===== config.mk =====
export PLATFORM = sky130hd
export DESIGN_NAME = wbmic_fifoctl
export DESIGN_NICKNAME = d
export VERILOG_FILES = /design/src/rtl/wbmic_pkg.sv /design/src/rtl/wbmic_fifoctl.sv
export SDC_FILE = /design/constraint.sdc
export NUM_CORES = 1
export LEC_CHECK = 0
export ABC_AREA = 1
export BUFFER_PORTS_ARGS = -buffer_cell sky130_fd_sc_hd__clkbuf_2
export CAP_MARGIN = 5
export CORE_MARGIN = 4
export CORE_UTILIZATION = 35
export DETAILED_ROUTE_END_ITERATION = 7
export MAX_ROUTING_LAYER = met4
export PLACE_DENSITY = 0.69
export SETUP_SLACK_MARGIN = 0.15
export SYNTH_ARGS = -nofsm -noshare
export SYNTH_HDL_FRONTEND = slang
export SYNTH_SLANG_ARGS = --single-unit

===== constraint.sdc =====
create_clock -name i_clk -period 2.2 [get_ports i_clk]
set_clock_uncertainty 0.1 [all_clocks]
set_input_delay 0.33 -clock i_clk [delete_from_list [all_inputs] [get_ports i_clk]]
set_output_delay 0.33 -clock i_clk [all_outputs]
set_load 0.005 [all_outputs]

===== src/rtl/wbmic_pkg.sv =====
// ============================================================================
// wbmic_pkg : shared encodings for the mic FIFO Wishbone controller
// Revision  : 1.0
// ============================================================================
`default_nettype none

package wbmic_pkg;

  typedef enum logic [2:0] {
    ST_IDLE  = 3'd0,
    ST_POP1  = 3'd1,
    ST_POP2  = 3'd2,
    ST_ACK   = 3'd3,
    ST_FLUSH = 3'd4
  } state_e;

  localparam logic ADDR_CTRL = 1'b0;
  localparam logic ADDR_DATA = 1'b1;

  localparam int CTRL_OVFL     = 31;
  localparam int CTRL_UNFL     = 30;
  localparam int CTRL_EN       = 29;
  localparam int CTRL_INT      = 28;
  localparam int CTRL_FLUSH    = 28;
  localparam int CTRL_THRESH_H = 27;
  localparam int CTRL_THRESH_L = 16;

endpackage

`default_nettype wire


===== src/rtl/wbmic_fifoctl.sv =====
// ============================================================================
// wbmic_fifoctl : Wishbone controller for the MEMs mic sample FIFO read side
//                 (pop, flush, enable, interrupt). WBMIC_PACK2_EN packs two
//                 samples per DATA read.
// Revision      : 1.0
// ============================================================================
`default_nettype none

module wbmic_fifoctl
  import wbmic_pkg::*;
#(
  parameter int BW           = 12,
  parameter int FLUSH_CYCLES = 2
) (
  input  logic          i_clk,
  input  logic          i_rst_n,
  input  logic          i_wb_cyc,
  input  logic          i_wb_stb,
  input  logic          i_wb_we,
  input  logic          i_wb_addr,
  input  logic [31:0]   i_wb_data,
  output logic          o_wb_stall,
  output logic          o_wb_ack,
  output logic [31:0]   o_wb_data,
  output logic          o_fifo_rd,
  output logic          o_fifo_rst,
  input  logic          i_fifo_empty_n,
  input  logic [BW-1:0] i_fifo_data,
  input  logic [15:0]   i_fifo_status,
  input  logic          i_fifo_err,
  output logic          o_mic_en,
  output logic          o_int
);

  localparam int CW = (FLUSH_CYCLES > 1) ? $clog2(FLUSH_CYCLES) : 1;

  state_e        state_q, state_d;
  logic          en_q, en_d;
  logic [11:0]   thresh_q, thresh_d;
  logic          ovfl_q, ovfl_d;
  logic          unfl_q, unfl_d;
  logic          int_q, int_d;
  logic [31:0]   rdata_q, rdata_d;
  logic [CW-1:0] cnt_q, cnt_d;
`ifdef WBMIC_PACK2_EN
  logic [14:0]   s0_q, s0_d;
  logic          v0_q, v0_d;
`endif

  logic          accept;
  logic [13:0]   fill;
  logic [14:0]   head;
  logic [31:0]   ctrl_word;
  logic          unused_wdata;

  assign accept       = (state_q == ST_IDLE) & i_wb_cyc & i_wb_stb;
  assign fill         = i_fifo_status[15:2];
  // Invalid pops present a zero sample rather than whatever the FIFO head shows.
  assign head         = i_fifo_empty_n ? 15'(i_fifo_data) : 15'd0;
  assign ctrl_word    = {ovfl_q, unfl_q, en_q, int_q, thresh_q, i_fifo_status};
  assign unused_wdata = ^i_wb_data[15:0];

  always_comb begin
    state_d    = state_q;
    en_d       = en_q;
    thresh_d   = thresh_q;
    ovfl_d     = ovfl_q;
    unfl_d     = unfl_q;
    rdata_d    = rdata_q;
    cnt_d      = cnt_q;
`ifdef WBMIC_PACK2_EN
    s0_d       = s0_q;
    v0_d       = v0_q;
`endif
    o_fifo_rd  = 1'b0;
    o_fifo_rst = 1'b0;

    unique case (state_q)
      ST_IDLE: begin
        if (accept) begin
          if (i_wb_addr == ADDR_CTRL) begin
            if (i_wb_we) begin
              if (i_wb_data[CTRL_OVFL]) ovfl_d = 1'b0;
              if (i_wb_data[CTRL_UNFL]) unfl_d = 1'b0;
              en_d     = i_wb_data[CTRL_EN];
              thresh_d = i_wb_data[CTRL_THRESH_H:CTRL_THRESH_L];
              if (i_wb_data[CTRL_FLUSH]) begin
                state_d = ST_FLUSH;
                cnt_d   = '0;
              end else begin
                state_d = ST_ACK;
              end
            end else begin
              rdata_d = ctrl_word;
              state_d = ST_ACK;
            end
          end else if (i_wb_we) begin
            state_d = ST_ACK;
          end else begin
            state_d = ST_POP1;
          end
        end
      end

      ST_POP1: begin
        o_fifo_rd = i_fifo_empty_n;
        if (!i_fifo_empty_n) unfl_d = 1'b1;
`ifdef WBMIC_PACK2_EN
        s0_d    = head;
        v0_d    = i_fifo_empty_n;
        state_d = ST_POP2;
`else
        rdata_d = {i_fifo_empty_n, 31'(head)};
        state_d = ST_ACK;
`endif
      end

`ifdef WBMIC_PACK2_EN
      ST_POP2: begin
        o_fifo_rd = i_fifo_empty_n;
        if (!i_fifo_empty_n) unfl_d = 1'b1;
        rdata_d   = {v0_q, s0_q, i_fifo_empty_n, head};
        state_d   = ST_ACK;
      end
`endif

      ST_ACK: begin
        state_d = ST_IDLE;
      end

      ST_FLUSH: begin
        if (cnt_q == '0) begin
          o_fifo_rst = 1'b1;
          ovfl_d     = 1'b0;
          unfl_d     = 1'b0;
        end
        if (cnt_q == CW'(FLUSH_CYCLES - 1)) begin
          state_d = ST_ACK;
        end else begin
          cnt_d = cnt_q + 1'b1;
        end
      end

      default: begin
        state_d = ST_IDLE;
      end
    endcase

    // A new overflow wins over any clear in the same cycle.
    if (i_fifo_err) ovfl_d = 1'b1;

    int_d = en_q & (((thresh_q != 12'd0) & (fill >= 14'(thresh_q))) | ovfl_q);
  end

  always_ff @(posedge i_clk or negedge i_rst_n) begin
    if (!i_rst_n) begin
      state_q  <= ST_IDLE;
      en_q     <= 1'b0;
      thresh_q <= '0;
      ovfl_q   <= 1'b0;
      unfl_q   <= 1'b0;
      int_q    <= 1'b0;
      rdata_q  <= '0;
      cnt_q    <= '0;
`ifdef WBMIC_PACK2_EN
      s0_q     <= '0;
      v0_q     <= 1'b0;
`endif
    end else begin
      state_q  <= state_d;
      en_q     <= en_d;
      thresh_q <= thresh_d;
      ovfl_q   <= ovfl_d;
      unfl_q   <= unfl_d;
      int_q    <= int_d;
      rdata_q  <= rdata_d;
      cnt_q    <= cnt_d;
`ifdef WBMIC_PACK2_EN
      s0_q     <= s0_d;
      v0_q     <= v0_d;
`endif
    end
  end

  assign o_wb_stall = (state_q != ST_IDLE);
  assign o_wb_ack   = (state_q == ST_ACK) & i_wb_cyc;
  assign o_wb_data  = rdata_q;
  assign o_mic_en   = en_q;
  assign o_int      = int_q;

endmodule

`default_nettype wire

Yosys cells after proc, flatten, opt, wreduce, memory -nomap -nowiden
Index checks and enable logic that the tools add are counted.

Flip-flop bits (word level): 52. Bits of input ports: 68. Output and inout bits: 38. Logic and storage cells: 81.

$add $sub $neg: 1. Magnitude comparators: 1. Equality and inequality tests: 17. Multiplexer cells: 34. Bitwise operators: 7. Reductions and logical operators: 13.

Operators with widths (number): 2-to-1 mux 32 bit (3); one-hot mux 32 bit (2 select lines) (1); 2-to-1 mux 1 bit (19); inequality test 2 bit, second input constant (9); 2-to-1 mux 3 bit (5); inequality test 3 bit, second input constant (5); >= comparator 14 x 12 -> 1 bit (1); 2-to-1 mux 12 bit (1); nonzero test 12 bit (1); one-hot mux 3 bit (3 select lines) (1); nonzero test 3 bit (3); AND reduction 4 bit (2); AND reduction 7 bit (1); AND reduction 6 bit (1); AND 1 bit (5); AND reduction 5 bit (1); one-hot mux 1 bit (2 select lines) (2); nonzero test 2 bit (2); equality test 3 x 1 -> 1 bit, second input constant (1); equality test 3 x 2 -> 1 bit, second input constant (1); equality test 3 bit, second input constant (1); logical NOT 3 bit (1); one-hot mux 1 bit (3 select lines) (1); 2-to-1 mux 2 bit (1); 4 further kinds (4).

Depth between registers and ports, before layout
Gate-level depths: netlist of the first run.

Depth in word-level cells: 6. Depth in mapped cells: 11. Mapped depth without buffers: 11.

Worst setup path before layout of the first run
Ideal clock, no wire load.

Kind: register to register. Start point: reg state_q[1]. End point: reg ovfl_q. Arrival: 1.350 ns. Required time: 1.973 ns. Slack: 0.623 ns. Stages on the path, launching flop included: 8. Buffers on the path: 0. Period minus slack after synthesis: 1.577 ns. Path through: dfrtp_1 -> nor2_2 -> nand2_2 -> nor2_1 -> nand2_1 -> nand2_1 -> a21oi_1 -> or2_2.

Word-level cells in the longest chain between the ends: 5. Elaborated cells on any way between the ends: 13. Those cells by class: eq/ne (6); mux (2); bitwise (2); reduce/logical (3).

Ends and longest elaborated chain: start, declared (line wbmic_fifoctl.sv:37) `state_e state_q, state_d;`; start signal, assigned (line wbmic_fifoctl.sv:170) `state_q <= state_d;`; logical NOT 3 bit (line wbmic_fifoctl.sv:56, wbmic_fifoctl.sv:78); AND 1 bit (2 in a row) (line wbmic_fifoctl.sv:56) `assign accept = (state_q == ST_IDLE) & i_wb_cyc & i_wb_stb;`; inequality test 3 bit (no source line); AND reduction 6 bit (no source line); end signal, assigned (line wbmic_fifoctl.sv:173) `ovfl_q <= ovfl_d;`; end, declared (line wbmic_fifoctl.sv:40) `logic ovfl_q, ovfl_d;`.

Parallel ways exist; a longest one is shown, timed or not. A chain may end at the register's enable or synchronous reset.

Worst setup path in the final report of the first run
Start point: reg state_q[1]. End point: reg rdata_q[27] (netlist: o_wb_data[27]).

Word-level cells in the longest chain between the ends: 5. Elaborated cells on any way between the ends: 10. Those cells by class: eq/ne (4); mux (1); bitwise (2); reduce/logical (3).

Ends and longest elaborated chain: logical NOT 3 bit (line wbmic_fifoctl.sv:56, wbmic_fifoctl.sv:78); AND 1 bit (2 in a row) (line wbmic_fifoctl.sv:56); inequality test 2 bit (no source line); AND reduction 4 bit (no source line); end signal, assigned (line wbmic_fifoctl.sv:176) `rdata_q <= rdata_d;`; end, declared (line wbmic_fifoctl.sv:43) `logic [31:0] rdata_q, rdata_d;`.

Parallel ways exist; a longest one is shown, timed or not.

==> results of run 1 <==
[routing by layer]
metal  routed length (um)  up-vias
met2                 3230       67
met4                  110        0
met5                    0        -
met3                  348        8
met1                 3150     1050
li1                     -     1196
[cells by family after synthesis]
group / synth area share
AND/OR/NAND/NOR: 0.193
AO/OA/AOI/OAI: 0.190
flip-flops: 0.489
buffers and inverters: 0.0719
adder cells (fa/ha/maj): 0.0564
[worst max-delay path by stage]
stage,startpoint,to,slack (ps)
floorplan,state_q[1],ovfl_q,620
global placement,i_wb_cyc,o_wb_data[4],410
detailed placement,state_q[1],o_wb_data[19],390
CTS,state_q[2],o_fifo_rd,190
global route,state_q[1],thresh_q[1],230
finish,state_q[1],o_wb_data[27],380
[per-stage QoR]
| step | power [mW] | worst slack [ps] | instances |
|---|---|---|---|
| after detailed placement | 3.96 | 390 | 488 |
| after floorplan | 3.14 | 623 | 307 |
| after global routing | 4.98 | 234 | 499 |
| after global placement | 3.89 | 406 | 488 |
| final | 4.51 | 381 | 499 |
| after CTS | 4.55 | 190 | 497 |
[layout make-up]
cell class                 count  area, um^2
clock buffer                   5        68.8
clock inverter                 3        26.3
fill                         761        3980
inverter                      32         123
multi-input combinational    210        1170
sequential                    52        1300
tap                           99         124
timing repair buffer          98         541
[repair_timing]
item / in CTS / in global routing
hold buffers: 1 / 0
buffers inserted: 0 / 2
resized for setup: 1 / 0
endpoints found under the hold margin: 20 / 0
endpoints found under the setup margin: 1 / 1
pin swaps: 0 / 1
[sequential cells by signal, summed over array words and instances, names as in the netlist]
name and flops:
o_mic_en 1, o_wb_data 32, ovfl_q 1, thresh_q 12, unfl_q 1, state_q 3
o_int 1, cnt_q 1
[Yosys cell counts (all sizes together)]
cell type / number
o22ai: 1
o31ai: 12
clkbuf: 2
nor2: 34
o21a: 1
nor4: 3
a21oi: 18
dfrtp: 52
o21ai: 29
nand3: 5
or2: 1
buf: 11
nand2: 80
inv: 32
nor3: 3
ha: 12
a22o: 11
[layout by cell type, fill, tap and decap left out, types with 2 or more instances in the layout]
cell / Yosys / final
nor4_1: 3 / 3
nor3_1: 2 / 2
ha_1: 12 / 12
o21ai_0: 20 / 20
buf_4: 3 / 6
nor2_2: 2 / 2
clkinv_4: 0 / 2
inv_2: 5 / 4
a22o_1: 11 / 11
nand3_1: 5 / 5
inv_1: 27 / 27
nand2_1: 78 / 78
o21ai_1: 7 / 7
nand2_2: 2 / 2
clkbuf_2: 1 / 89
buf_12: 0 / 2
dfrtp_1: 52 / 52
a21oi_1: 18 / 18
nor2_1: 32 / 32
clkbuf_8: 0 / 5
o31ai_2: 11 / 11
[worst max-delay path: stages, from the launching register on]
cell	delay (ps)
dfrtp_1	440
nor2_2	200
nand2_2	140
inv_2	110
o21ai_2	190
nand2_2	170
buf_12	210
nand2_1	90
o31ai_2	60
[report_power, final]
group | switching, mW | internal [mW]
logic | 1.33 | 0.936
clock network | 0.335 | 0.233
registers | 0.269 | 1.41
total | 1.93 | 2.58
==> impl_results.md, run 1 <==
* Outcome: finished, final reports clean
* Reg2reg start: state_q[1]
* Initial antenna violation count at 0
* DP HPWL at 5340 um
* Hold depth at 3
* Yosys cell types at 27
* Post-route cell area at 3350 um^2
* Final period utilization at 0.827
* Area of the core at 7330 um^2
* Worst-Skew Late Latency at approximately 300 ps
* CTS tree: built
* Clock Pin Slew Worst Setup and Hold Paths at 100 ps
* Post-DR wirelength/cell at 13.7 um
* Clk root buf: clkbuf_8
* Lkg Pwr at 1.75 nW
* Number of global-route vias before repair at roughly 2300
* Drt pass-1 iters at 4
* Global Route met1 Usage at 0.222
* Setup TNS at 0 ps
* Fraction of layout cells with a size suffix above 1 at 0.323
* Seq cells post-synth at 52
* Post-layout nets at 479
* Crit end category: flip-flop
* Horiz. Die Dim at 95.2 um
* Worst hold slack at 122 ps
* DRC Markers at 0
* GR Layer Usage met2 at 0.251
* Port buffer count at 89
* Netlist Area Pre-Place at between 2000 and 3000 um^2
* Max Slew Vio Count at 0
* Power density over the cells at 1350 nW/um^2
* R2R Path End: o_wb_data[27]
* Vias at 2321
* H-tree depth at 2
* R2R Setup Slk at 380 ps
* Largest net degree at the start of global routing at 37
* Sequential area share after synthesis at 0.489
* Final Hold Vio Count at 0
* Clock Sinks at 52
* Layout area overhead at 25.9%
* Max Cap Viol at 0
* RD Place Congestion at ~0.83
* Ports at 106
* FP Rows at 31
* Final ANT Viol Nets at 0
* Post-layout util at 0.457
* Crit path launch type: flip-flop
* Synth Warn # at 0
* Worst EP required at 2320 ps
* Fmax at ~0.55 GHz
* Grt ovf at 0
* DRT iter0 DRCs at 72
* Syn nets at ~390
* Crit path max fanout at 36
* Worst-Margin Slew at 653 ps
* Met3 track demand over resource at 0.0268
* Final setup fails at 0
* Busiest grt layer: met2
* Post-synth top area share at 0.489
* Final WL at about 6800 um
* CTS Buffer Depth at 2
* Worst vdd ir at approximately 0.00041 V
* Relative slew slack at 0.565
* DP Area at 3230 um^2
* Die Y-Extent at 95.2 um
* RSZ-0062 raised after global routing: no
* Mean Syn Cell Area at 8.67 um^2
* Critical path class: reg2reg
* Mapped Cells at between 300 and 400
* Worst hold start: i_wb_data[16]
* Ant. Diodes at 0
* Tmin final at 1820 ps
* CTS Buf Count at 5
* Worst R2R Path Depth at 8
* Global-route wire length before repair at between 10000 and 15000 um
* Synth area leaders: dfrtp_1, nand2_1, ha_1
* Hold endpoint: thresh_q[0]
* Die Area at 9070 um^2
* Via density at 4.65
* Initial core utilization at 0.363
* Worst hold path type: in2reg
* Dominant cell type by area after synthesis: dfrtp_1
* Tot GR Track Use at 0.163
* CP arrival at a little under 2000 ps
No activity file was read; power rests on OpenSTA's default activity.
==> run 2: changes to the inputs <==
==> constraint.sdc (replaced) <==
create_clock -name i_clk -period 1.74 [get_ports i_clk]
set_clock_uncertainty 0.1 [all_clocks]
set_input_delay 0.261 -clock i_clk [delete_from_list [all_inputs] [get_ports i_clk]]
set_output_delay 0.261 -clock i_clk [all_outputs]
set_load 0.005 [all_outputs]
==> run 2 against run 1 <==
Non-clock buffer count rose by 19; critical path depth is 1 lower; wire length increased by 12%; cell area increased by 13%; maximum frequency grew 7.5%; combinational power up 69%; die area did not move; sequential power increased by 27%; largest power group unchanged.
==> impl_results.md, run 2 (synthesis results as in run 1) <==
* Most frequent cells in the layout: clkbuf_2, nand2_1, dfrtp_1
* Port buffer count at 89 (unchanged)
* CTS Buf Count at 5 (unchanged)
* Max Slew Vio Count at 0 (unchanged)
* Crit end category: flip-flop
* Commonest non-fill, non-tap cell in the layout: clkbuf_2
* Final setup fails at 0 (unchanged)
* Worst-Skew Late Latency at 310 ps (about the same)
* Via density at 4.74 (+1.8%)
* Final Hold Vio Count at 0 (unchanged)
* Largest register FFs at 32 (unchanged)
* Number of global-route vias before repair at 2359 (+1.8%)
* Worst hold start: i_wb_data[25]
* Final WL at 7670 um (+12%)
* H-tree depth at 2 (unchanged)
* Layout area overhead at 41.7%
* Initial core utilization at 0.363 (unchanged)
* Crit path launch type: flip-flop
* R2R Setup Slk at 50 ps (-330 ps)
* Global-route wire length before repair at 11400 um (+1.8%)
* Worst hold path type: in2reg
* Horiz. Die Dim at 95.2 um (unchanged)
* FP Rows at 31 (unchanged)
* Die Area at 9070 um^2 (unchanged)
* Post-DR wirelength/cell at 14.8 um (+8.1%)
* CP startpoint: state_q[1]
* Final period utilization at 0.972 (+0.146)
* Ports at 106 (unchanged)
* Outcome: finished, final reports clean
* Clk root buf: clkbuf_8
* CTS Buffer Depth at 2 (unchanged)
* RSZ-0062 raised after global routing: yes
* CP arrival at 1820 ps (-120 ps)
* Tot GR Track Use at 0.168 (+0.00432)
* Die Y-Extent at 95.2 um (unchanged)
* Post-layout nets at 498 (+4.0%)
* Grt ovf at 0 (unchanged)
* Critical path class: reg2reg
* Worst vdd ir at 0.000538 V (+32%)
* Fmax at 0.591 GHz (+7.5%)
* Drt pass-1 iters at 4 (unchanged)
* DP Area at 3270 um^2 (+1.3%)
* Relative slew slack at 0.795 (+0.230)
* Final ANT Viol Nets at 0 (unchanged)
* Initial antenna violation count at 0 (unchanged)
* RD Place Congestion at 0.812 (-2.6%)
* Fraction of layout cells with a size suffix above 1 at 0.403 (+0.0808)
* Worst hold slack at 47.3 ps (-75.1 ps)
* Max incr delay on CP at 450 ps (about the same)
* Area of the core at 7330 um^2 (unchanged)
* Max Cap Viol at 0 (unchanged)
* Clock Sinks at 52 (unchanged)
* CP max stage cell: dfrtp_2
* Worst-Margin Slew at 305 ps (-348 ps)
* Tmin final at 1690 ps (-127 ps)
* Ant. Diodes at 0 (unchanged)
* Crit path max fanout at 8 (-78%)
* Reg2reg start: state_q[1]
* Clock Pin Slew Worst Setup and Hold Paths at 100 ps (about the same)
* DRT iter0 DRCs at 76 (+5.6%)
* Lkg Pwr at 1.92 nW (+9.5%)
* Post-route cell area at 3770 um^2 (+13%)
* CTS tree: built
* Worst EP required at 1870 ps (-450 ps)
* DP HPWL at 5330 um (-0.24%)
* Largest net degree at the start of global routing at 53 (+43%)
* DRC Markers at 0 (unchanged)
* Post-layout util at 0.515 (+0.0573)
* CP Cell Sequence: nor3_4 > buf_6 > inv_6 > o21ai_4 > nand2_4 > clkbuf_16 > o31ai_2
* Power density over the cells at 1770 nW/um^2 (+32%)
* Vias at 2453 (+5.7%)
==> run 2: stage by stage <==
stage	total power [mW]	setup WS [ps]	cells	setup TNS [ps]
2_1_floorplan	3.97	163	307	0
3_3_place_gp	4.97	85.6	492	0
3_5_place_dp	5.06	37.6	492	0
4_1_cts	6.14	77.0	507	0
5_1_grt	7.26	-0.0129	518	-0.0129
6_report	6.68	48.0	518	0
==> run 2: area by class of cell <==
type / count / area, um^2
clock buffer: 5 / 68.8
clock inverter: 3 / 26.3
fill: 672 / 3560
inverter: 32 / 128
multi-input combinational: 210 / 1320
sequential: 52 / 1300
tap: 99 / 124
timing repair buffer: 117 / 802
==> run 2: critical path, delay by kind of cell, from the launching register on <==
family	cells	cell delay [ps]
compound gates	2	250
buf+inv	3	400
flops	1	450
simple gates	2	390
==> run 2: layer usage <==
layer / wire [um] / GRT usage / share of wire / vias up
met5: 0 / - / 0 / -
met4: 121 / 0.0397 / 0.016 / 0
met3: 329 / 0.0268 / 0.043 / 8
met2: 3750 / 0.273 / 0.49 / 68
met1: 3470 / 0.219 / 0.45 / 1139
li1: - / - / - / 1238
==> run 2: power by group <==
group          switching, mW  internal, mW
clock                  0.430         0.297
sequential             0.340          1.79
combinational           2.06          1.77
total                   2.83          3.85
==> run 2: repair_timing <==
action / in CTS / in global routing
cloned: 1 / 2
pin swaps: 2 / 9
hold buffers: 1 / 0
setup buffers: 5 / 9
hold endpoints to repair: 52 / 0
endpoints found under the setup margin: 49 / 39
resized for setup: 21 / 29
==> run 2: path summary, 6_finish.rpt <==
| kind | end | cells after the start |
|---|---|---|
| worst max-delay path | o_wb_data[29] | 7 |
| worst min-delay path | thresh_q[9] | 3 |
| worst max register to register | o_wb_data[29] | 7 |
| worst min register to register | o_wb_data[30] | 2 |
| max in group asynchronous | o_wb_data[11] | 3 |
| min in group asynchronous | state_q[1] | 3 |
==> run 3: changes to the inputs <==
--- a/config.mk
+++ b/config.mk
@@ -13,7 +13,6 @@
 export DETAILED_ROUTE_END_ITERATION = 7
 export MAX_ROUTING_LAYER = met4
 export PLACE_DENSITY = 0.69
-export SETUP_SLACK_MARGIN = 0.15
 export SYNTH_ARGS = -nofsm -noshare
 export SYNTH_HDL_FRONTEND = slang
 export SYNTH_SLANG_ARGS = --single-unit
==> run 3 against run 2 <==
Sequential share of layout area up 3.6 points; core utilization down 4.9 points; non-clock buffer count down 15; largest cell class is now registers; critical endpoint is now o_fifo_rd; die area unchanged.
==> impl_results.md, run 3 (synthesis results as in run 1) <==
* Clk root buf: clkbuf_8
* R2R Setup Slk at 100 ps (+50 ps)
* Worst hold path type: in2reg
* Hold depth at 3 (unchanged)
* Die Y-Extent at 95.2 um (unchanged)
* CTS tree: built
* Global-route wire length before repair at 11000 um (-3.4%)
* H-tree depth at 2 (unchanged)
* Worst EP required at 1380 ps (-490 ps)
* Largest register FFs at 32 (unchanged)
* Ant. Diodes at 0 (unchanged)
* Tot GR Track Use at 0.162 (-0.00601)
* Most frequent cells in the layout: clkbuf_2, nand2_1, dfrtp_1
* Tmin final at 1710 ps (+17.5 ps)
* Internal Power at 3.32 mW (-14%)
* Relative slew slack at 0.788 (-0.00718)
* Via density at 4.65 (-1.8%)
* Critical path class: reg2out
* Worst R2R Path Depth at 7 (unchanged)
* Cells after DPL at 492 (unchanged)
* DP HPWL at 5330 um (unchanged)
* Worst-Skew Late Latency at 310 ps (about the same)
* Post-layout util at 0.466 (-0.0492)
* Clock power frac at 0.126 (+0.017)
* Vias at 2338 (-4.7%)
* CTS Buffer Depth at 2 (unchanged)
* Worst vdd ir at 0.000436 V (-19%)
* Post-DR wirelength/cell at 13.6 um (-8.1%)
* Power density over the cells at 1690 nW/um^2 (-4.3%)
* CTS Buf Count at 5 (unchanged)
* Final WL at 6840 um (-11%)
* Sequential Area at 1300 um^2 (about the same)
* Area occupied by multi-input gates at 1180 um^2 (-11%)
* Fillcell total at 734 (+9.2%)
* Fraction of layout cells with a size suffix above 1 at 0.339 (-0.0642)
* Clock Pin Slew Worst Setup and Hold Paths at 100 ps (about the same)
* Initial antenna violation count at 0 (unchanged)
* DRT iter0 DRCs at 63 (-17%)
* Initial core utilization at 0.363 (unchanged)
* Final period utilization at 0.982 (+0.0100)
* Clock Sinks at 52 (unchanged)
* Max Cap Viol at 0 (unchanged)
* Crit path launch type: flip-flop
* RD Place Congestion at 0.812 (unchanged)
* Final ANT Viol Nets at 0 (unchanged)
* RSZ-0062 raised after global routing: yes
* Setup TNS at 0 ps (unchanged)
* Area of the core at 7330 um^2 (unchanged)
* Final Hold Vio Count at 0 (unchanged)
* Post-layout nets at 483 (-3.0%)
* Pwr Total at 5.79 mW (-13%)
* Die Area at 9070 um^2 (unchanged)
* Number of global-route vias before repair at 2297 (-2.6%)
* Lkg Pwr at 1.78 nW (-7.5%)
* CP arrival at 1350 ps (-470 ps)
* Final Non-Filler Cells at 503 (-2.9%)
* FP Rows at 31 (unchanged)
* Crit end category: primary output
* Commonest non-fill, non-tap cell in the layout: clkbuf_2
* Final setup fails at 0 (unchanged)
* Ports at 106 (unchanged)
* Max Slew Vio Count at 0 (unchanged)
* Sw Share at 0.425 (+0.00161)
* Worst-Margin Slew at 316 ps (+10.7 ps)
* Grt ovf at 0 (unchanged)
* Net Sw Power at 2.46 mW (-13%)
* DRC Markers at 0 (unchanged)
* Horiz. Die Dim at 95.2 um (unchanged)
* Layout area overhead at 28.2%
* Crit path max fanout at 4 (-4)
* Drt pass-1 iters at 4 (unchanged)
* Fmax at 0.585 GHz (-1.0%)
* Seq pwr share at 0.365 (+0.047)
* Largest net degree at the start of global routing at 53 (unchanged)
* Outcome: finished, final reports clean
* Port buffer count at 89 (unchanged)
* Comb pwr share at 0.510 (-0.063)
[run 3: cell types whose count changed in the layout (fill, tap and decap cells not counted), sizes merged]
cell / delta
buf: -14
clkbuf: -1
[run 3: power groups by stage]
stage | combinational [mW] | clock, mW | sequential (mW)
after CTS | 2.96 | 0.747 | 2.11
after global routing | 3.38 | 0.796 | 2.18
final | 2.95 | 0.726 | 2.11
after floorplan | 1.86 | 0 | 2.11
after global placement | 2.87 | 0 | 2.10
after detailed placement | 2.93 | 0 | 2.13
[run 3: metal layers]
| layer | up-vias | GRT usage | wire length (um) |
|---|---|---|---|
| met3 | 4 | 0.0268 | 353 |
| met5 | - | - | 0 |
| met1 | 1067 | 0.209 | 3180 |
| met4 | 0 | 0.0397 | 68 |
| li1 | 1202 | - | - |
| met2 | 65 | 0.264 | 3240 |
[run 3: cell type report]
cell class	instances	area share
Inverter	32	0.0359
Tap cell	99	0.0363
Multi-Input combinational cell	210	0.346
Clock buffer	5	0.0202
Sequential cell	52	0.382
Timing Repair Buffer	102	0.172
Clock inverter	3	0.00770
[run 3: repair_timing]
item | in CTS | in global routing
gates resized for setup | 3 | 5
buffers inserted | 1 | 1
endpoints found under the setup margin | 1 | 11
hold buffers | 1 | 0
hold endpoints to repair | 52 | 0
pin swaps | 0 | 1
[run 3: worst max-delay path, stage by stage (launching register included)]
cell and delay, ps:
dfrtp_1 450, nor3_4 280, nand2_2 120, inv_4 70, clkbuf_2 110
[run 3: through the flow]
stage	setup WS (ps)	area, um^2	hold slack [ps]
global placement	85.6	3270	178
detailed placement	37.6	3270	183
floorplan	163	2660	-135
global route	-25.1	3410	51.8
CTS	19.4	3390	42.5
finish	30.6	3410	48.4
[run 3: final timing paths]
kind / end / startpoint
worst max-delay path: o_fifo_rd / state_q[1]
worst max register to register: ovfl_q / state_q[1]
min in group asynchronous: o_wb_data[2] / i_rst_n
max in group asynchronous: state_q[2] / i_rst_n
worst min-delay path: thresh_q[9] / i_wb_data[25]
worst min register to register: o_wb_data[28] / o_wb_data[28]
